$ cat src/rtl/mmcm_drp_sequencer.sv
// mmcm_drp_sequencer: power-up lock sequencing and run-time rewrite of one
// MMCM output divider over DRP (read-modify-write of the Reg1/Reg2 pair),
// with the MMCM held in reset during the rewrite.
//
// DRP handshake: den (with dwe for writes) is a one-cycle request strobe;
// drdy is the one-cycle completion. daddr and di stay stable from den until
// drdy, and no new den is issued before drdy of the previous access.
module mmcm_drp_sequencer #(
    parameter int DRP_TIMEOUT  = 64,
    parameter int LOCK_TIMEOUT = 4000
) (
    input  logic        clk,
    input  logic        rst,
    input  logic        cfg_req,
    input  logic [2:0]  cfg_out_sel,
    input  logic [7:0]  cfg_divide,
    output logic        busy,
    output logic        done,
    output logic [1:0]  err_code,
    output logic        clk_good,
    output logic        sys_rst,
    output logic        mmcm_rst,
    input  logic        mmcm_locked,
    output logic [6:0]  daddr,
    output logic        den,
    output logic        dwe,
    output logic [15:0] di,
    input  logic [15:0] do_i,
    input  logic        drdy,
    output logic [3:0]  dbg_state
);

    localparam int TMAX = (DRP_TIMEOUT > LOCK_TIMEOUT) ? DRP_TIMEOUT : LOCK_TIMEOUT;
    localparam int TW   = $clog2(TMAX + 1);

    typedef enum logic [3:0] {
        S_POR       = 4'd0,
        S_WAIT_LOCK = 4'd1,
        S_IDLE      = 4'd2,
        S_RST_ON    = 4'd3,
        S_RD1       = 4'd4,
        S_WAIT_RD1  = 4'd5,
        S_WR1       = 4'd6,
        S_WAIT_WR1  = 4'd7,
        S_RD2       = 4'd8,
        S_WAIT_RD2  = 4'd9,
        S_WR2       = 4'd10,
        S_WAIT_WR2  = 4'd11,
        S_RELEASE   = 4'd12,
        S_DONE      = 4'd13
    } state_t;

    state_t        state_q, state_d;
    logic [TW-1:0] timer_q, timer_d;
    logic          sync1_q, sync1_d, sync2_q, sync2_d;
    logic          lock_seen_q, lock_seen_d;
    logic          por_q, por_d;
    logic [2:0]    sel_q, sel_d;
    logic [7:0]    div_q, div_d;
    logic [1:0]    pend_err_q, pend_err_d;
    logic [1:0]    err_q, err_d;
    logic          done_q, done_d;
    logic          mmcm_rst_q, mmcm_rst_d;
    logic          den_q, den_d;
    logic          dwe_q, dwe_d;
    logic [6:0]    daddr_q, daddr_d;
    logic [15:0]   di_q, di_d;

    // Reg1 address for each output; Reg2 is always Reg1 + 1 (Reg1 is even).
    function automatic logic [6:0] reg1_addr(input logic [2:0] sel);
        case (sel)
            3'd0:    reg1_addr = 7'h08;
            3'd1:    reg1_addr = 7'h0A;
            3'd2:    reg1_addr = 7'h0C;
            3'd3:    reg1_addr = 7'h0E;
            3'd4:    reg1_addr = 7'h10;
            3'd5:    reg1_addr = 7'h06;
            default: reg1_addr = 7'h12;
        endcase
    endfunction

    // High/low counts in bits 11:6 / 5:0; a count of 64 wraps to 0 in 6 bits.
    function automatic logic [15:0] merge_reg1(input logic [15:0] rd, input logic [7:0] d);
        logic [7:0] hi;
        logic [7:0] lo;
        hi = d >> 1;
        lo = d - hi;
        if (d == 8'd1) begin
            hi = 8'd1;
            lo = 8'd1;
        end
        merge_reg1 = (rd & 16'hF000) | {4'b0000, hi[5:0], lo[5:0]};
    endfunction

    // Edge in bit 7, no_count in bit 6; divide-by-1 uses no_count with edge clear.
    function automatic logic [15:0] merge_reg2(input logic [15:0] rd, input logic [7:0] d);
        logic edge_bit;
        logic no_count;
        no_count   = (d == 8'd1);
        edge_bit   = d[0] & ~no_count;
        merge_reg2 = (rd & 16'hFF3F) | {8'h00, edge_bit, no_count, 6'b000000};
    endfunction

    function automatic logic is_wait(input state_t s);
        is_wait = (s == S_WAIT_RD1) || (s == S_WAIT_WR1) || (s == S_WAIT_RD2) ||
                  (s == S_WAIT_WR2) || (s == S_WAIT_LOCK);
    endfunction

    // Next-state, timers and registered-output next values.
    always_comb begin
        state_d     = state_q;
        sync1_d     = mmcm_locked;
        sync2_d     = sync1_q;
        lock_seen_d = (state_q == S_WAIT_LOCK) && sync2_q;
        por_d       = por_q;
        sel_d       = sel_q;
        div_d       = div_q;
        pend_err_d  = pend_err_q;
        timer_d     = '0;

        case (state_q)
            S_POR:      state_d = S_WAIT_LOCK;
            S_WAIT_LOCK: begin
                if (sync2_q && lock_seen_q) begin
                    state_d = por_q ? S_IDLE : S_DONE;
                end else if (timer_q == TW'(LOCK_TIMEOUT - 1)) begin
                    if (pend_err_q == 2'd0) pend_err_d = 2'd3;
                    state_d = S_DONE;
                end
            end
            S_IDLE: begin
                if (cfg_req) begin
                    sel_d      = cfg_out_sel;
                    div_d      = cfg_divide;
                    pend_err_d = 2'd0;
                    if ((cfg_out_sel == 3'd7) || (cfg_divide == 8'd0) || (cfg_divide > 8'd128)) begin
                        pend_err_d = 2'd1;
                        state_d    = S_DONE;
                    end else begin
                        state_d = S_RST_ON;
                    end
                end
            end
            S_RST_ON:   state_d = S_RD1;
            S_RD1:      state_d = S_WAIT_RD1;
            S_WR1:      state_d = S_WAIT_WR1;
            S_RD2:      state_d = S_WAIT_RD2;
            S_WR2:      state_d = S_WAIT_WR2;
            S_WAIT_RD1, S_WAIT_WR1, S_WAIT_RD2, S_WAIT_WR2: begin
                // drdy is checked first so it wins over a simultaneous timeout
                if (drdy) begin
                    case (state_q)
                        S_WAIT_RD1: state_d = S_WR1;
                        S_WAIT_WR1: state_d = S_RD2;
                        S_WAIT_RD2: state_d = S_WR2;
                        default:    state_d = S_RELEASE;
                    endcase
                end else if (timer_q == TW'(DRP_TIMEOUT - 1)) begin
                    pend_err_d = 2'd2;
                    state_d    = S_RELEASE;
                end
            end
            S_RELEASE:  state_d = S_WAIT_LOCK;
            S_DONE:     state_d = S_IDLE;
            default:    state_d = S_POR;
        endcase

        if ((state_d == state_q) && is_wait(state_q)) timer_d = timer_q + TW'(1);
        if ((state_q == S_WAIT_LOCK) && (state_d != S_WAIT_LOCK)) por_d = 1'b0;

        mmcm_rst_d = (state_d == S_RST_ON) || (state_d == S_RD1) || (state_d == S_WAIT_RD1) ||
                     (state_d == S_WR1) || (state_d == S_WAIT_WR1) || (state_d == S_RD2) ||
                     (state_d == S_WAIT_RD2) || (state_d == S_WR2) || (state_d == S_WAIT_WR2);
        den_d  = (state_d == S_RD1) || (state_d == S_WR1) || (state_d == S_RD2) || (state_d == S_WR2);
        dwe_d  = (state_d == S_WR1) || (state_d == S_WR2);
        done_d = (state_q == S_DONE);
        err_d  = (state_q == S_DONE) ? pend_err_q : err_q;

        daddr_d = daddr_q;
        di_d    = di_q;
        case (state_d)
            S_RD1:   daddr_d = reg1_addr(sel_q);
            S_RD2:   daddr_d = reg1_addr(sel_q) | 7'd1;
            S_WR1:   di_d    = merge_reg1(do_i, div_q);
            S_WR2:   di_d    = merge_reg2(do_i, div_q);
            default: ;
        endcase
    end

    // State and output registers; reset parks the MMCM in reset with DRP idle.
    always_ff @(posedge clk or posedge rst) begin
        if (rst) begin
            state_q     <= S_POR;
            timer_q     <= '0;
            sync1_q     <= 1'b0;
            sync2_q     <= 1'b0;
            lock_seen_q <= 1'b0;
            por_q       <= 1'b1;
            sel_q       <= 3'd0;
            div_q       <= 8'd0;
            pend_err_q  <= 2'd0;
            err_q       <= 2'd0;
            done_q      <= 1'b0;
            mmcm_rst_q  <= 1'b1;
            den_q       <= 1'b0;
            dwe_q       <= 1'b0;
            daddr_q     <= 7'd0;
            di_q        <= 16'd0;
        end else begin
            state_q     <= state_d;
            timer_q     <= timer_d;
            sync1_q     <= sync1_d;
            sync2_q     <= sync2_d;
            lock_seen_q <= lock_seen_d;
            por_q       <= por_d;
            sel_q       <= sel_d;
            div_q       <= div_d;
            pend_err_q  <= pend_err_d;
            err_q       <= err_d;
            done_q      <= done_d;
            mmcm_rst_q  <= mmcm_rst_d;
            den_q       <= den_d;
            dwe_q       <= dwe_d;
            daddr_q     <= daddr_d;
            di_q        <= di_d;
        end
    end

    assign busy      = (state_q != S_IDLE);
    assign clk_good  = sync2_q && (state_q == S_IDLE);
    assign sys_rst   = ~clk_good;
    assign done      = done_q;
    assign err_code  = err_q;
    assign mmcm_rst  = mmcm_rst_q;
    assign den       = den_q;
    assign dwe       = dwe_q;
    assign daddr     = daddr_q;
    assign di        = di_q;
    assign dbg_state = state_q;

endmodule

$ cat config.mk
export PLATFORM = sky130hd
export DESIGN_NAME = mmcm_drp_sequencer
export DESIGN_NICKNAME = d
export VERILOG_FILES = /design/src/rtl/mmcm_drp_sequencer.sv
export SDC_FILE = /design/constraint.sdc
export NUM_CORES = 1
export LEC_CHECK = 0
export ABC_AREA = 0
export BUFFER_PORTS_ARGS = -buffer_cell sky130_fd_sc_hd__buf_2
export CAP_MARGIN = 30
export CORE_MARGIN = 1
export CORE_UTILIZATION = 30
export CTS_BUF_LIST = sky130_fd_sc_hd__clkbuf_16
export DETAILED_ROUTE_END_ITERATION = 10
export PLACE_DENSITY_LB_ADDON = 0.12
export SLEW_MARGIN = 20
export SYNTH_ARGS = -nofsm -noshare
export SYNTH_HDL_FRONTEND = slang
export SYNTH_SLANG_ARGS = --single-unit
$ cat constraint.sdc
create_clock -name clk -period 5.3 [get_ports clk]
set_clock_uncertainty 0.1 [all_clocks]
set_input_delay 0.795 -clock clk [delete_from_list [all_inputs] [get_ports clk]]
set_output_delay 0.795 -clock clk [all_outputs]
set_load 0.02 [all_outputs]
; Word level (Yosys, flattened, before mapping)
; Index checks and enable logic that the tools add are counted.
[classes]
addsub = 2
magnitude_cmp = 1
eq_ne = 40
mux = 25
bitwise_logic = 5
n_reduce_logical = 34
[ops]
columns = op, count
row1 = == test 4 bit (second input constant), 10
row2 = case mux 4 bit (10 select lines), 1
row3 = == test 4 x 3 -> 1 bit (second input constant), 8
row4 = case mux 16 bit (2 select lines), 1
row5 = case mux 5 bit (6 select lines), 1
row6 = 2-to-1 mux 4 bit, 7
row7 = 2-to-1 mux 6 bit, 4
row8 = logical OR 1 bit, 18
row9 = OR 16 x 12 -> 16 bit, 1
row10 = OR 16 x 8 -> 16 bit, 1
row11 = case mux 7 bit (2 select lines), 1
row12 = adder 12 x 1 -> 12 bit (second input constant), 1
row13 = == test 12 bit (second input constant), 1
row14 = == test 12 x 6 -> 1 bit (second input constant), 1
row15 = == test 4 x 2 -> 1 bit (second input constant), 3
row16 = 2-to-1 mux 12 bit, 1
row17 = 2-to-1 mux 2 bit, 6
row18 = case mux 4 bit (3 select lines), 1
row19 = == test 3 bit (second input constant), 3
row20 = == test 8 x 1 -> 1 bit (second input constant), 1
row21 = greater-than comparator 8 bit (second input constant), 1
row22 = logical NOT 8 bit, 1
row23 = != test 2 bit (second input constant), 4
row24 = AND reduction 7 bit, 1
row25 = 21 further kinds, 29
[word_totals]
register_bits = 62
inputBits = 32
wordCells = 123

; Depth between registers and ports, before layout
[depth]
ltp_word = 15
ltp_mapped = 9
mapped_depth_nobuf = 9

; Worst setup path before layout
; Ideal clock, no wire load.
[synth_path]
path_kind = input -> register
start = input cfg_divide[3]
end = register di_q[2] (netlist: di[2])
setup_ns = 0.125
arrival_ns = 2.463
t_required_ns = 5.075
setup_slack_ns = 2.612
stages = 8
path_buffers = 2
cell_sequence = nor4_1 -> nand4b_1 -> a21bo_2 -> nand3_1 -> and3_1 -> buf_6 -> buf_6 -> mux2_4
[synth_via]
elab_chain_cells = 8
elab_cells_between_ends = 11
cone_classes = 1 x order compare / 2 x eq/ne / 4 x mux / 4 x reduce/logical
[synth_rtl]
columns = element, line_no
row1 = start: declaration, 16  ; input logic [7:0] cfg_divide,
row2 = "parallel branches: the longest is 2 deep, another holds greater-than comparator 8 bit", -
row3 = logical OR 1 bit (*), 136  ; if ((cfg_out_sel == 3'd7) || (cfg_divide == 8'd0) || (cfg_divide > 8'd128)) begin
row4 = 2-to-1 mux 4 bit (*), 136
row5 = 2-to-1 mux 4 bit (*), 132  ; if (cfg_req) begin
row6 = case mux 4 bit (10 select lines) (*), 121  ; case (state_q)
row7 = named net state_d[1], 53  ; state_t state_q, state_d;
row8 = == test 4 bit / == test 4 x 3 -> 1 bit (equally long branches), 181  ; case (state_d)
row9 = case mux 16 bit (2 select lines) / nonzero test 2 bit (equally long branches), -
row10 = end signal: assignment, 225  ; di_q <= di_d;
row11 = end: declaration, 67  ; logic [15:0] di_q, di_d;
; Mark *: on every way through the listed nets, which the timed path passes.
; A chain may end at the register's enable or synchronous reset.

; Worst setup path in the final report
[layout_path]
start = register state_q[1] (netlist: dbg_state[1])
end = register di_q[10] (netlist: di[10])
[layout_via]
elab_chain_cells = 6
elab_cells_between_ends = 27
cone_classes = 15 x eq/ne / 8 x mux / 4 x reduce/logical
[layout_rtl]
columns = element, line_no
row1 = start: declaration, 53
row2 = start signal: assignment, 210  ; state_q <= state_d;
row3 = == test 4 bit / == test 4 x 3 -> 1 bit (equally long branches), "121, 152"
row4 = case mux 4 bit (3 select lines), 152  ; case (state_q)
row5 = 2-to-1 mux 4 bit, 151  ; if (drdy) begin
row6 = case mux 4 bit (10 select lines) (*), 121
row7 = named net state_d[1], 53
row8 = == test 4 bit / == test 4 x 3 -> 1 bit (equally long branches), 181
row9 = case mux 16 bit (2 select lines) / nonzero test 2 bit (equally long branches), -
; The timed path passes the listed nets; every way through them passes the cells marked *.

==> run metrics <==
normalized max-slew margin 39.6%; internal power between 1000 and 1500 uW; crit path max-delay cell type and3_1; final critical-path share of the clock period approximately 62%; peak clock frequency supported by timing between 300 and 400 MHz; # H-tree levels 3; I/O Buffers 63; global-route wire length before repair 12,900 um; DRT Pass-1 Iters 4; Leak 0.00189 uW; instance count of the mapped netlist 318; mux contribution to synthesized area 10.4%; most common cell after layout, fill and taps aside buf_2; post-synth top area cell dfrtp_1; adder and majority gate portion of the synthesized area 4.10%; worst min-delay path class register to register; number of buffers added to fix hold violations after cts 0; critical path data required time ~5.4 ns; Worst-path clk slew 0.05 ns; average size of a mapped cell 10.2 sq um; Arr. time, crit path 3.40 ns; Post-Syn Area 3240 sq um; post-synthesis sequential area ratio 46.5%; Vert. Die Dim 106 um; WL final 7510 um; CTS Root Buffer Type clkbuf_16; classification of the worst setup path register to register; max capacitance violation total 0; max incr delay on CP between 0.8 and 0.9 ns; commonest cells after routing, fill and taps aside buf_2, dfrtp_1, nand2_1; Worst Tran Pin Value 0.907 ns; insertion delay of the later-clocked pin in the worst-skew pair 0.32 ns; setup fix buffers added after clock tree synthesis 0; total area of multi-input combinational cells 1590 sq um; total number of vias about 2,600; setup slack at placement 1.73 ns; share of cells above drive strength 1 27.8%; switching portion of total power 39.0%; area growth from synthesis to final layout 23.1%; largest net degree at the start of global routing 61; Final setup violation count 0; min Tclk post-route 3.31 ns; floorplan row count 37; part of the total power dissipated in sequential elements 31.0%; result of the run complete, no violations; CP dominant cell by count and3_1; detailed-route DRC error count 0; Setup crit start kind register; Via-to-Cell Ratio about 4.9; total die area 11,200 sq um; biggest area contributors in the synthesized netlist dfrtp_1, ha_1, nand2_1, nor2_1, mux2_2; xor/xnor share of the synthesized area 4.06%; final weighted congestion in routability-driven placement 0.766; count of unique library cells instantiated by Yosys 60; overall track demand over capacity in global routing 14.8%; 1st-iter DRT viols 99; number of buffers created by CTS 9; cell breakdown of the critical path nor2b_1 > and3_1 > buf_4 > a21bo_2 > nand3_1 > and3_1 > mux2_1; synthesized flop and latch total 60; final hold violations 0; ys flop type dfrtp_1; wire length per cell 14.3 um; Post-CTS Resized 0; Critical Path Sink Type register; net switching power roughly 940 uW; Layout Nets 426; synthesized-area fraction occupied by and/or/nand/nor cells about 17%; Peak supply drop 0.000197 V; Filler Cells Inserted 1,074; RSZ-0062 raised after global routing false; number of global-route vias before repair 2,607; final setup slack of the worst path 1.99 ns; clock network fraction of design power 25.0%; clock tree from TritonCTS built; dominant combinational cell family by area after synthesis simple AND/OR/NAND/NOR gates; peak fanout along the critical path 21; CTS sink count 60; number of antenna violations at the first check in global routing 1; top cell type's share of synthesized area 44.8%; compound-gate portion of the synthesized area 12.8%; EDFF count, synth 0; YS warnings 0; total count of max-transition violations in the final report 0; CORE AREA 10,400 sq um; flip-flop and latch area 1500 sq um; combinational fraction of design power a little over two fifths; DIE WIDTH 106 um; final total negative setup slack 0 ns; placed wire-length estimate 5470 um; overall overflow remaining after global route 0; maximum clock insertion buffer count 2; ANT nets after route 0; I/O pin count 68; areal power density over the cells 608 nW/um^2; asr flop ratio synth 100%; Starting Density 31.2%
[routing by layer]
metal  global-route usage (%)  routed length [um]  up-vias
met4                     4.07                  37        0
met1                     19.8                3730     1255
met2                     22.7                3450       43
li1                         -                   -     1253
met5                        0                   0        -
met3                     4.89                 294        2
[logic make-up (layout without fill, tap and decap cells)]
family                     after synthesis  count (layout)
AOI/OAI and AO/OA                       60              60
xor gates and xnor gates                15              15
adders and majority gates               10              10
buffers and inverters                   33             103
DFF                                     60              60
muxes                                   29              29
other                                    1               3
and+or+nand+nor                        110             110
[worst paths after layout]
path                               from           end  slack [ns]  cells after the start
max in group asynchronous           rst  dbg_state[0]        4.00                      3
max reg2reg                dbg_state[1]        di[10]        1.99                      7
min in group asynchronous           rst      daddr[3]        0.57                      3
min reg2reg                     sync1_q       sync2_q        0.25                      0
max                        dbg_state[1]        di[10]        1.99                      7
min                             sync1_q       sync2_q        0.25                      0
[critical path: cells and delay by family (launching register included)]
| kind | cells | cell delay [ns] |
|---|---|---|
| and+or+nand+nor | 4 | 1.60 |
| DFF | 1 | 0.58 |
| muxes | 1 | 0.38 |
| AOI/OAI and AO/OA | 1 | 0.27 |
| buffers and inverters | 1 | 0.24 |
[registers in the layout, summed over array words and instances, names as in the netlist]
name,cells
done,1
timer_q,12
sync2_q,1
pend_err_q,2
di,16
err_code,2
dwe,1
lock_seen_q,1
div_q,8
sel_q,3
dbg_state,4
daddr,5
mmcm_rst,1
den,1
por_q,1
sync1_q,1
[metrics by stage]
stage | total power [uW] | cell area, sq um | cells | utilization, % | hold WS (ns)
after detailed placement | 1830 | 3670 | 509 | 35.4 | 0.237
after global placement | 1820 | 3670 | 509 | 35.4 | 0.234
after global routing | 2640 | 3980 | 525 | 38.4 | 0.269
final | 2420 | 3980 | 526 | 38.4 | 0.247
after CTS | 2460 | 3980 | 525 | 38.4 | 0.250
after floorplan | 1550 | 3240 | 319 | - | 0.231
[cell usage after synthesis, types with 2 or more instances]
library cell	n
nor2b_1	5
clkbuf_1	3
buf_4	2
o22a_1	4
nand2_1	30
mux2_1	8
a211o_1	2
xor2_1	7
buf_2	3
nand3_1	8
or3_1	2
o21ai_0	15
a21oi_1	12
and4_1	2
and3_1	7
mux2i_1	7
buf_6	2
nand4_1	6
inv_1	19
dfrtp_1	58
ha_1	9
xnor2_1	8
nand3b_1	4
mux2_4	5
a31oi_1	5
o22ai_1	2
nor4_1	2
nand2b_1	4
mux2_2	9
nor3_1	4
nor2_1	29
inv_2	3
a211oi_1	4
dfstp_2	2
[cell type report]
cell class / count / share of cell area (%)
Multi-Input combinational cell: 226 / 39.8
Sequential cell: 60 / 37.8
Timing Repair Buffer: 65 / 8.29
Clock buffer: 9 / 5.65
Tap cell: 136 / 4.27
Clock inverter: 7 / 2.07
Inverter: 22 / 2.07
Antenna cell: 1 / 0.0628
[power by group through the flow]
stage	Sequential, uW	Combinational (uW)	Clock (uW)
5_1_grt	784	1200	648
6_report	752	1060	606
3_3_place_gp	757	1060	0
2_1_floorplan	847	699	0
3_5_place_dp	763	1070	0
4_1_cts	756	1070	625
Power figures use the tool's default switching activity.
